===== config.mk =====
export PLATFORM = sky130hd
export DESIGN_NAME = gmii_rate_adapter_flat
export DESIGN_NICKNAME = d
export VERILOG_FILES = /design/src/rtl/gmii_rate_adapter_if.sv /design/src/rtl/gmii_rate_adapter.sv /design/src/flat_wrapper.sv
export SDC_FILE = /design/constraint.sdc
export NUM_CORES = 1
export LEC_CHECK = 0
export BUFFER_PORTS_ARGS = -buffer_cell sky130_fd_sc_hd__clkbuf_2
export CELL_PAD_IN_SITES_DETAIL_PLACEMENT = 0
export CELL_PAD_IN_SITES_GLOBAL_PLACEMENT = 1
export CORE_UTILIZATION = 38
export CTS_CLUSTER_DIAMETER = 80
export DETAILED_ROUTE_END_ITERATION = 7
export GPL_TIMING_DRIVEN = 0
export PLACE_DENSITY = 0.73
export SLEW_MARGIN = 15
export SYNTH_ARGS = -nofsm -noshare
export SYNTH_HDL_FRONTEND = slang
export SYNTH_SLANG_ARGS = --single-unit

===== constraint.sdc =====
create_clock -name clk -period 2.6 [get_ports clk]
set_input_delay 0.13 -clock clk [delete_from_list [all_inputs] [get_ports clk]]
set_output_delay 0.13 -clock clk [all_outputs]
set_load 0.005 [all_outputs]

===== src/rtl/gmii_rate_adapter_if.sv =====
// Byte-stream and PHY-side signal bundle for gmii_rate_adapter.
// slave = adapter view, master = upstream MAC / PHY model view.
interface gmii_rate_adapter_if;
    logic [7:0] tx_dat;
    logic       tx_val;
    logic       tx_err;
    logic       tx_rdy;
    logic [7:0] phy_tx_dat;
    logic       phy_tx_val;
    logic       phy_tx_err;
    logic [7:0] phy_rx_dat;
    logic       phy_rx_val;
    logic       phy_rx_err;
    logic       phy_rx_ce;
    logic [7:0] rx_dat;
    logic       rx_val;
    logic       rx_err;

    modport slave (
        input  tx_dat, tx_val, tx_err,
        output tx_rdy,
        output phy_tx_dat, phy_tx_val, phy_tx_err,
        input  phy_rx_dat, phy_rx_val, phy_rx_err, phy_rx_ce,
        output rx_dat, rx_val, rx_err
    );

    modport master (
        output tx_dat, tx_val, tx_err,
        input  tx_rdy,
        input  phy_tx_dat, phy_tx_val, phy_tx_err,
        output phy_rx_dat, phy_rx_val, phy_rx_err, phy_rx_ce,
        input  rx_dat, rx_val, rx_err
    );
endinterface


===== src/rtl/gmii_rate_adapter.sv =====
// GMII 10/100/1000 rate adapter: byte <-> nibble conversion on a single 125 MHz clock.
// Optional in-band PHY status decode is enabled by defining RGMII_INBAND_STATUS_EN.
module gmii_rate_adapter #(
    parameter int DIV_100 = 5,
    parameter int DIV_10  = 50
) (
    input  logic               clk,
    input  logic               rst_n,
    input  logic [1:0]         cfg_speed,
    gmii_rate_adapter_if.slave bus,
    output logic               stat_link,
    output logic [1:0]         stat_speed,
    output logic               stat_duplex
);
    localparam int            CW       = $clog2(DIV_10 + 1);
    localparam logic [CW-1:0] LAST_100 = CW'(DIV_100 - 1);
    localparam logic [CW-1:0] LAST_10  = CW'(DIV_10 - 1);

    typedef enum logic [1:0] {
        TX_IDLE = 2'd0,
        TX_LO   = 2'd1,
        TX_HI   = 2'd2
    } tx_state_e;

    tx_state_e     state_q, state_d;
    logic [CW-1:0] cnt_q, cnt_d, cnt_last;
    logic [1:0]    spd_q, spd_d, spd_src;
    logic          gig;
    logic [7:0]    byte_q, byte_d;
    logic          berr_q, berr_d;
    logic [7:0]    gdat_q, gdat_d;
    logic          gval_q, gval_d, gerr_q, gerr_d;
    logic          up_q, up_d;

    logic [3:0]    nib_q, nib_d;
    logic          nerr_q, nerr_d;
    logic          ph_q, ph_d;
    logic          pval_q, pval_d;
    logic [7:0]    rx_dat_q, rx_dat_d;
    logic          rx_val_q, rx_val_d;
    logic          rx_err_q, rx_err_d;

    // 10 = 1000M and 11 is treated the same, so bit 1 alone selects gigabit.
    assign gig      = spd_q[1];
    assign cnt_last = spd_q[0] ? LAST_100 : LAST_10;
    assign up_d     = 1'b1;

    // NOTE: every variable gets a default before the case, so no path infers a latch.
    always_comb begin
        state_d        = state_q;
        cnt_d          = cnt_q;
        spd_d          = spd_q;
        byte_d         = byte_q;
        berr_d         = berr_q;
        gdat_d         = '0;
        gval_d         = 1'b0;
        gerr_d         = 1'b0;
        bus.tx_rdy     = 1'b0;
        bus.phy_tx_dat = gdat_q;
        bus.phy_tx_val = gval_q;
        bus.phy_tx_err = gerr_q;
        case (state_q)
            TX_IDLE: begin
                bus.tx_rdy = up_q;
                if (gig) begin
                    gdat_d = bus.tx_dat;
                    gval_d = bus.tx_val && up_q;
                    gerr_d = bus.tx_err;
                    spd_d  = spd_src;
                end else if (bus.tx_val && up_q) begin
                    state_d = TX_LO;
                    cnt_d   = '0;
                    byte_d  = bus.tx_dat;
                    berr_d  = bus.tx_err;
                end else begin
                    spd_d = spd_src;
                end
            end
            TX_LO: begin
                bus.phy_tx_dat = {byte_q[3:0], byte_q[3:0]};
                bus.phy_tx_val = 1'b1;
                bus.phy_tx_err = berr_q;
                if (cnt_q == cnt_last) begin
                    state_d = TX_HI;
                    cnt_d   = '0;
                end else begin
                    cnt_d = cnt_q + CW'(1);
                end
            end
            TX_HI: begin
                bus.phy_tx_dat = {byte_q[7:4], byte_q[7:4]};
                bus.phy_tx_val = 1'b1;
                bus.phy_tx_err = berr_q;
                if (cnt_q == cnt_last) begin
                    // Last hold cycle doubles as the accept slot for back-to-back bytes.
                    bus.tx_rdy = up_q;
                    cnt_d      = '0;
                    if (bus.tx_val && up_q) begin
                        state_d = TX_LO;
                        byte_d  = bus.tx_dat;
                        berr_d  = bus.tx_err;
                    end else begin
                        state_d = TX_IDLE;
                    end
                end else begin
                    cnt_d = cnt_q + CW'(1);
                end
            end
            default: state_d = TX_IDLE;
        endcase
    end

    always_comb begin
        nib_d    = nib_q;
        nerr_d   = nerr_q;
        ph_d     = ph_q;
        pval_d   = pval_q;
        rx_dat_d = rx_dat_q;
        rx_err_d = rx_err_q;
        rx_val_d = 1'b0;
        if (bus.phy_rx_ce) begin
            pval_d = bus.phy_rx_val;
            if (gig) begin
                rx_dat_d = bus.phy_rx_dat;
                rx_err_d = bus.phy_rx_err;
                rx_val_d = bus.phy_rx_val;
                ph_d     = 1'b0;
            end else if (bus.phy_rx_val) begin
                // A rising phy_rx_val always restarts at the low nibble.
                if (ph_q && pval_q) begin
                    rx_dat_d = {bus.phy_rx_dat[3:0], nib_q};
                    rx_err_d = nerr_q | bus.phy_rx_err;
                    rx_val_d = 1'b1;
                    ph_d     = 1'b0;
                end else begin
                    nib_d  = bus.phy_rx_dat[3:0];
                    nerr_d = bus.phy_rx_err;
                    ph_d   = 1'b1;
                end
            end else begin
                if (ph_q) begin
                    rx_dat_d = {4'h0, nib_q};
                    rx_err_d = 1'b1;
                    rx_val_d = 1'b1;
                end
                ph_d = 1'b0;
            end
        end
    end

    assign bus.rx_dat = rx_dat_q;
    assign bus.rx_val = rx_val_q;
    assign bus.rx_err = rx_err_q;

    // NOTE: sequential state is updated with non-blocking assignments only.
    always_ff @(posedge clk) begin
        if (!rst_n) begin
            state_q  <= TX_IDLE;
            cnt_q    <= '0;
            spd_q    <= cfg_speed;
            byte_q   <= '0;
            berr_q   <= 1'b0;
            gdat_q   <= '0;
            gval_q   <= 1'b0;
            gerr_q   <= 1'b0;
            up_q     <= 1'b0;
            nib_q    <= '0;
            nerr_q   <= 1'b0;
            ph_q     <= 1'b0;
            pval_q   <= 1'b0;
            rx_dat_q <= '0;
            rx_val_q <= 1'b0;
            rx_err_q <= 1'b0;
        end else begin
            state_q  <= state_d;
            cnt_q    <= cnt_d;
            spd_q    <= spd_d;
            byte_q   <= byte_d;
            berr_q   <= berr_d;
            gdat_q   <= gdat_d;
            gval_q   <= gval_d;
            gerr_q   <= gerr_d;
            up_q     <= up_d;
            nib_q    <= nib_d;
            nerr_q   <= nerr_d;
            ph_q     <= ph_d;
            pval_q   <= pval_d;
            rx_dat_q <= rx_dat_d;
            rx_val_q <= rx_val_d;
            rx_err_q <= rx_err_d;
        end
    end

`ifdef RGMII_INBAND_STATUS_EN
    logic [3:0] cand_q, cand_d;
    logic       cand_vld_q, cand_vld_d;
    logic       link_q, link_d;
    logic [1:0] sspd_q, sspd_d;
    logic       dup_q, dup_d;

    // Status is only trusted after two identical consecutive idle decodes.
    always_comb begin
        cand_d     = cand_q;
        cand_vld_d = cand_vld_q;
        link_d     = link_q;
        sspd_d     = sspd_q;
        dup_d      = dup_q;
        if (bus.phy_rx_ce && !bus.phy_rx_val && !bus.phy_rx_err) begin
            cand_d     = bus.phy_rx_dat[3:0];
            cand_vld_d = 1'b1;
            if (cand_vld_q && (cand_q == bus.phy_rx_dat[3:0])) begin
                link_d = bus.phy_rx_dat[0];
                sspd_d = bus.phy_rx_dat[2:1];
                dup_d  = bus.phy_rx_dat[3];
            end
        end
    end

    always_ff @(posedge clk) begin
        if (!rst_n) begin
            cand_q     <= '0;
            cand_vld_q <= 1'b0;
            link_q     <= 1'b0;
            sspd_q     <= cfg_speed;
            dup_q      <= 1'b0;
        end else begin
            cand_q     <= cand_d;
            cand_vld_q <= cand_vld_d;
            link_q     <= link_d;
            sspd_q     <= sspd_d;
            dup_q      <= dup_d;
        end
    end

    assign spd_src     = sspd_q;
    assign stat_link   = link_q;
    assign stat_speed  = sspd_q;
    assign stat_duplex = dup_q;
`else
    assign spd_src     = cfg_speed;
    assign stat_link   = up_q;
    assign stat_speed  = cfg_speed;
    assign stat_duplex = up_q;
`endif
endmodule


===== src/flat_wrapper.sv =====
// flat-port wrapper written by rule: the top's interface ports become plain ports
module gmii_rate_adapter_flat 
#(
    parameter int DIV_100 = 5,
    parameter int DIV_10  = 50
)
  (clk, rst_n, cfg_speed, stat_link, stat_speed, stat_duplex, bus_tx_dat, bus_tx_val, bus_tx_err, bus_tx_rdy, bus_phy_tx_dat, bus_phy_tx_val, bus_phy_tx_err, bus_phy_rx_dat, bus_phy_rx_val, bus_phy_rx_err, bus_phy_rx_ce, bus_rx_dat, bus_rx_val, bus_rx_err);
  gmii_rate_adapter_if bus_i ();
  input  logic clk;
  input  logic rst_n;
  input  logic [1:0] cfg_speed;
  output logic stat_link;
  output logic [1:0] stat_speed;
  output logic stat_duplex;
  input wire logic [$bits(bus_i.tx_dat)-1:0] bus_tx_dat;
  input wire logic [$bits(bus_i.tx_val)-1:0] bus_tx_val;
  input wire logic [$bits(bus_i.tx_err)-1:0] bus_tx_err;
  output wire logic [$bits(bus_i.tx_rdy)-1:0] bus_tx_rdy;
  output wire logic [$bits(bus_i.phy_tx_dat)-1:0] bus_phy_tx_dat;
  output wire logic [$bits(bus_i.phy_tx_val)-1:0] bus_phy_tx_val;
  output wire logic [$bits(bus_i.phy_tx_err)-1:0] bus_phy_tx_err;
  input wire logic [$bits(bus_i.phy_rx_dat)-1:0] bus_phy_rx_dat;
  input wire logic [$bits(bus_i.phy_rx_val)-1:0] bus_phy_rx_val;
  input wire logic [$bits(bus_i.phy_rx_err)-1:0] bus_phy_rx_err;
  input wire logic [$bits(bus_i.phy_rx_ce)-1:0] bus_phy_rx_ce;
  output wire logic [$bits(bus_i.rx_dat)-1:0] bus_rx_dat;
  output wire logic [$bits(bus_i.rx_val)-1:0] bus_rx_val;
  output wire logic [$bits(bus_i.rx_err)-1:0] bus_rx_err;
  assign bus_i.tx_dat = bus_tx_dat;
  assign bus_i.tx_val = bus_tx_val;
  assign bus_i.tx_err = bus_tx_err;
  assign bus_tx_rdy = bus_i.tx_rdy;
  assign bus_phy_tx_dat = bus_i.phy_tx_dat;
  assign bus_phy_tx_val = bus_i.phy_tx_val;
  assign bus_phy_tx_err = bus_i.phy_tx_err;
  assign bus_i.phy_rx_dat = bus_phy_rx_dat;
  assign bus_i.phy_rx_val = bus_phy_rx_val;
  assign bus_i.phy_rx_err = bus_phy_rx_err;
  assign bus_i.phy_rx_ce = bus_phy_rx_ce;
  assign bus_rx_dat = bus_i.rx_dat;
  assign bus_rx_val = bus_i.rx_val;
  assign bus_rx_err = bus_i.rx_err;
  gmii_rate_adapter #(.DIV_100(DIV_100), .DIV_10(DIV_10)) u_core (.clk(clk), .rst_n(rst_n), .cfg_speed(cfg_speed), .bus(bus_i), .stat_link(stat_link), .stat_speed(stat_speed), .stat_duplex(stat_duplex));
endmodule

==> results.md <==
* Status: finished clean
* Die Wd at 77.34 um
* CTS root buffer: clkbuf_8
* Die Y-Extent at 77.34 um
* Critical R2R Launch: u_core.state_q[0]
* N_diodes at 0
* Slew headroom at 44.83%
* I/O pin count at 50
* Area growth from synthesis to layout at 20.59%
* Routed len/inst at 13.07 um
* Final worst path period share at 83.28%
* Simple-gate share of the synthesized area at 23.09%
* PostCTS Resize Cnt at 0
* Distinct cells, synth at 39
* Starting density of the core at 39.41%
* CTS HTree Levels at 2
* Avg Inst Size Synth at 9.102 um2
* Hold Slack at 36.61 ps
* Post-synthesis instance total at 237
* Setup_tns at 0 ps
* Total power at 1.938 mW
* First-pass GRT wire length at 8286 um
* Most common cell after layout, fill and taps aside: clkbuf_2
* Hold path depth at 2
* Slowest CP cell: dfxtp_1
* Detailed placement HPWL at 3512 um
* Skew-Pair Late Insertion Delay at 300 ps
* Area share of fa/ha/maj cells after synthesis at 3.480%
* Arrival time worst endpoint at 2040 ps
* Setup Viol. Count Final at 0
* Share of layout cells above drive strength 1 at 26.10%
* Vias per cell at 4.997
* # rows at 27
* Area of the core at 5473 um2
* Num CTS Buffers at 5
* Compound-cell area share of the yosys netlist at 16.71%
* CP top delay family: buffers and inverters
* Sink Count at 47
* Nets at 325
* DRT Pass-1 Iters at 4
* R2R cell count at 7
* Initial antenna violation count at 0
* RSZ-0062 raised after global routing: false
* Syn Std Cell Area at 2157 um2
* Hold path startpoint: bus_tx_dat[7]
* CP Max Fanout at 10
* Final hold vios at 0
* Final wirelength at 4797 um
* Hold EP: u_core.gdat_q[7]
* Buffer and inverter count on the worst path at 3
* Type of the worst min-delay path: in -> reg
* CTS max path bufs at 2
* Reg clk slew, reported paths at 90 ps
* Seq/Total Area, Yosys at 44.55%
* Syn nets at 268
* DRC at 0
* Die area at 5981 um2
* Antenna-violating nets left at 0
* Yosys reg bits at 47
* Slew Viols, Final at 0
* XOR/XNOR Fraction of Synth Area at 0%
* Main combinational cell family by area after synthesis: simple AND/OR/NAND/NOR gates
* Vias in the first global route at 1819
* Critical path required time at 2470 ps
* Synthesis warning total at 0
* Crit-path cells: inv_1 -> ha_1 -> clkbuf_1 -> nand2_1 -> o21a_1 -> clkbuf_2
* Register-to-register setup slack at 540 ps
* Mux cell area share after synthesis at 6.090%
* Routability-driven placement congestion ratio at 0.7583
* Clock Skew at 12.02 ps
* Largest net degree at the start of global routing at 16
* Crit end category: primary output
* Reg2reg end: u_core.cnt_q[2]
* Worst setup SP type: register
* Min cycle time layout at 2165 ps
* Fillers at 584
* CTS tree: built
* DR iter-0 viols at 76
* Global route overflow at 0
* Vias at 1834
* Port Buffers at 49
* LEAKAGE at 1.089 nW
* Commonest non-fill, non-tap cells in the layout: clkbuf_2, dfxtp_1, nand2_1
* PD cells at 745.1 nW/um2
* GRT Util Overall at 17.65%
* FMAX at 461.8 MHz
* Critical path class: reg -> out
* Worst VDD drop at 0.0003346 V
* Tightest Pin Transition at 827.5 ps
* Slowest cell delay on critical path at 440 ps
* Max Cap Viol at 0
sequential cells by signal, indices dropped and copies added, names as in the netlist, 2 cells and up:
| register | count |
|---|---|
| u_core.nib_q | 4 |
| u_core.byte_q | 8 |
| u_core.state_q | 2 |
| u_core.spd_q | 2 |
| u_core.bus.rx_dat | 8 |
| u_core.cnt_q | 6 |
| u_core.gdat_q | 8 |
cells by family (layout without fill, tap and decap cells):
logic type / count (synthesis) / after routing
and+or+nand+nor: 97 / 97
buffers and inverters: 22 / 80
AOI/OAI and AO/OA: 52 / 52
adders and majority gates: 6 / 6
DFF: 47 / 47
muxes: 13 / 13
Yosys cell counts:
| master | count | area share, % |
|---|---|---|
| inv_1 | 7 | 1.2 |
| and3_2 | 1 | 0.35 |
| nand3_2 | 1 | 0.46 |
| o211a_1 | 1 | 0.46 |
| a21oi_1 | 11 | 2.6 |
| a31oi_1 | 5 | 1.5 |
| or4_1 | 3 | 1.0 |
| or2_2 | 2 | 0.58 |
| and2_1 | 11 | 3.2 |
| o21a_1 | 8 | 2.8 |
| o21ai_0 | 9 | 2.1 |
| edfxtp_1 | 2 | 2.8 |
| a22oi_1 | 4 | 1.4 |
| mux2_2 | 1 | 0.52 |
| buf_6 | 3 | 1.6 |
| or4_4 | 1 | 0.52 |
| a211oi_1 | 9 | 3.1 |
| or4_2 | 1 | 0.41 |
| and3_1 | 5 | 1.5 |
| a211oi_2 | 1 | 0.58 |
| nand3_1 | 16 | 3.7 |
| nor2b_1 | 2 | 0.58 |
| buf_2 | 1 | 0.23 |
| buf_4 | 4 | 1.4 |
| a311oi_4 | 1 | 1.2 |
| clkbuf_8 | 1 | 0.64 |
| o21ai_1 | 1 | 0.23 |
| nor2_1 | 17 | 3.0 |
| clkbuf_1 | 5 | 0.87 |
| nand2b_1 | 3 | 0.87 |
| dfxtp_1 | 45 | 42 |
| mux2i_1 | 12 | 5.6 |
| nand4b_1 | 2 | 0.81 |
| buf_1 | 1 | 0.17 |
| o21ai_2 | 2 | 0.81 |
| nand2_1 | 28 | 4.9 |
| ha_1 | 6 | 3.5 |
| nor4b_1 | 1 | 0.41 |
| or3_1 | 3 | 0.87 |
worst reg2reg max path, cell delays in order, from the launching register on:
cell	delay (ps)
dfxtp_1	440
inv_1	90
ha_1	290
o21ai_2	120
nand2b_1	100
buf_2	180
or4_2	610
a31oi_1	160
metal layers:
metal / global-route usage, % / part of all wire, % / vias to the layer above
li1: - / - / 944
met1: 23.53 / 51 / 853
met2: 27.26 / 44 / 29
met3: 4.000 / 3.2 / 8
met4: 7.547 / 1.7 / 0
met5: 0 / 0 / -
worst max-delay path by stage:
stage	start	to	slack, ps	cells after the start
after floorplan	u_core.state_q[0]	u_core.cnt_q[2]	760	7
after global placement	u_core.state_q[0]	u_core.cnt_q[2]	590	7
after detailed placement	u_core.state_q[0]	u_core.cnt_q[2]	580	7
after CTS	u_core.state_q[0]	bus_phy_tx_dat[7]	400	6
after global routing	u_core.state_q[0]	bus_phy_tx_dat[7]	200	6
final	u_core.state_q[0]	bus_phy_tx_dat[7]	430	6
layout make-up:
class | count | area (um2) | share of cell area, %
multi-input cells | 168 | 1065 | 40.93
flip-flops and latches | 47 | 960.9 | 36.94
repair buffers | 50 | 255.2 | 9.812
plain buffers | 15 | 105.1 | 4.040
well taps | 72 | 90.09 | 3.463
clock buffers | 6 | 82.58 | 3.175
inverters | 7 | 26.28 | 1.010
clock inverters | 2 | 16.27 | 0.6253
power breakdown:
| group | switching [mW] | internal [mW] |
|---|---|---|
| logic | 0.339 | 0.280 |
| registers | 0.0452 | 0.801 |
| clock network | 0.255 | 0.217 |
| total | 0.639 | 1.30 |
metrics by stage:
stage | instance area, um2 | utilization (%) | setup slack (ps) | std cells
2_1_floorplan | 2157 | - | 759.0 | 237
3_3_place_gp | 2492 | 45.54 | 594.0 | 358
3_5_place_dp | 2492 | 45.54 | 584.6 | 358
4_1_cts | 2601 | 47.53 | 396.6 | 367
5_1_grt | 2601 | 47.53 | 203.4 | 367
6_report | 2601 | 47.53 | 434.6 | 367
timing repair:
item	in CTS	in global routing
endpoints found under the hold margin	1	0
hold buffers	1	0
buffers inserted	0	0
Power figures use the tool's default switching activity.
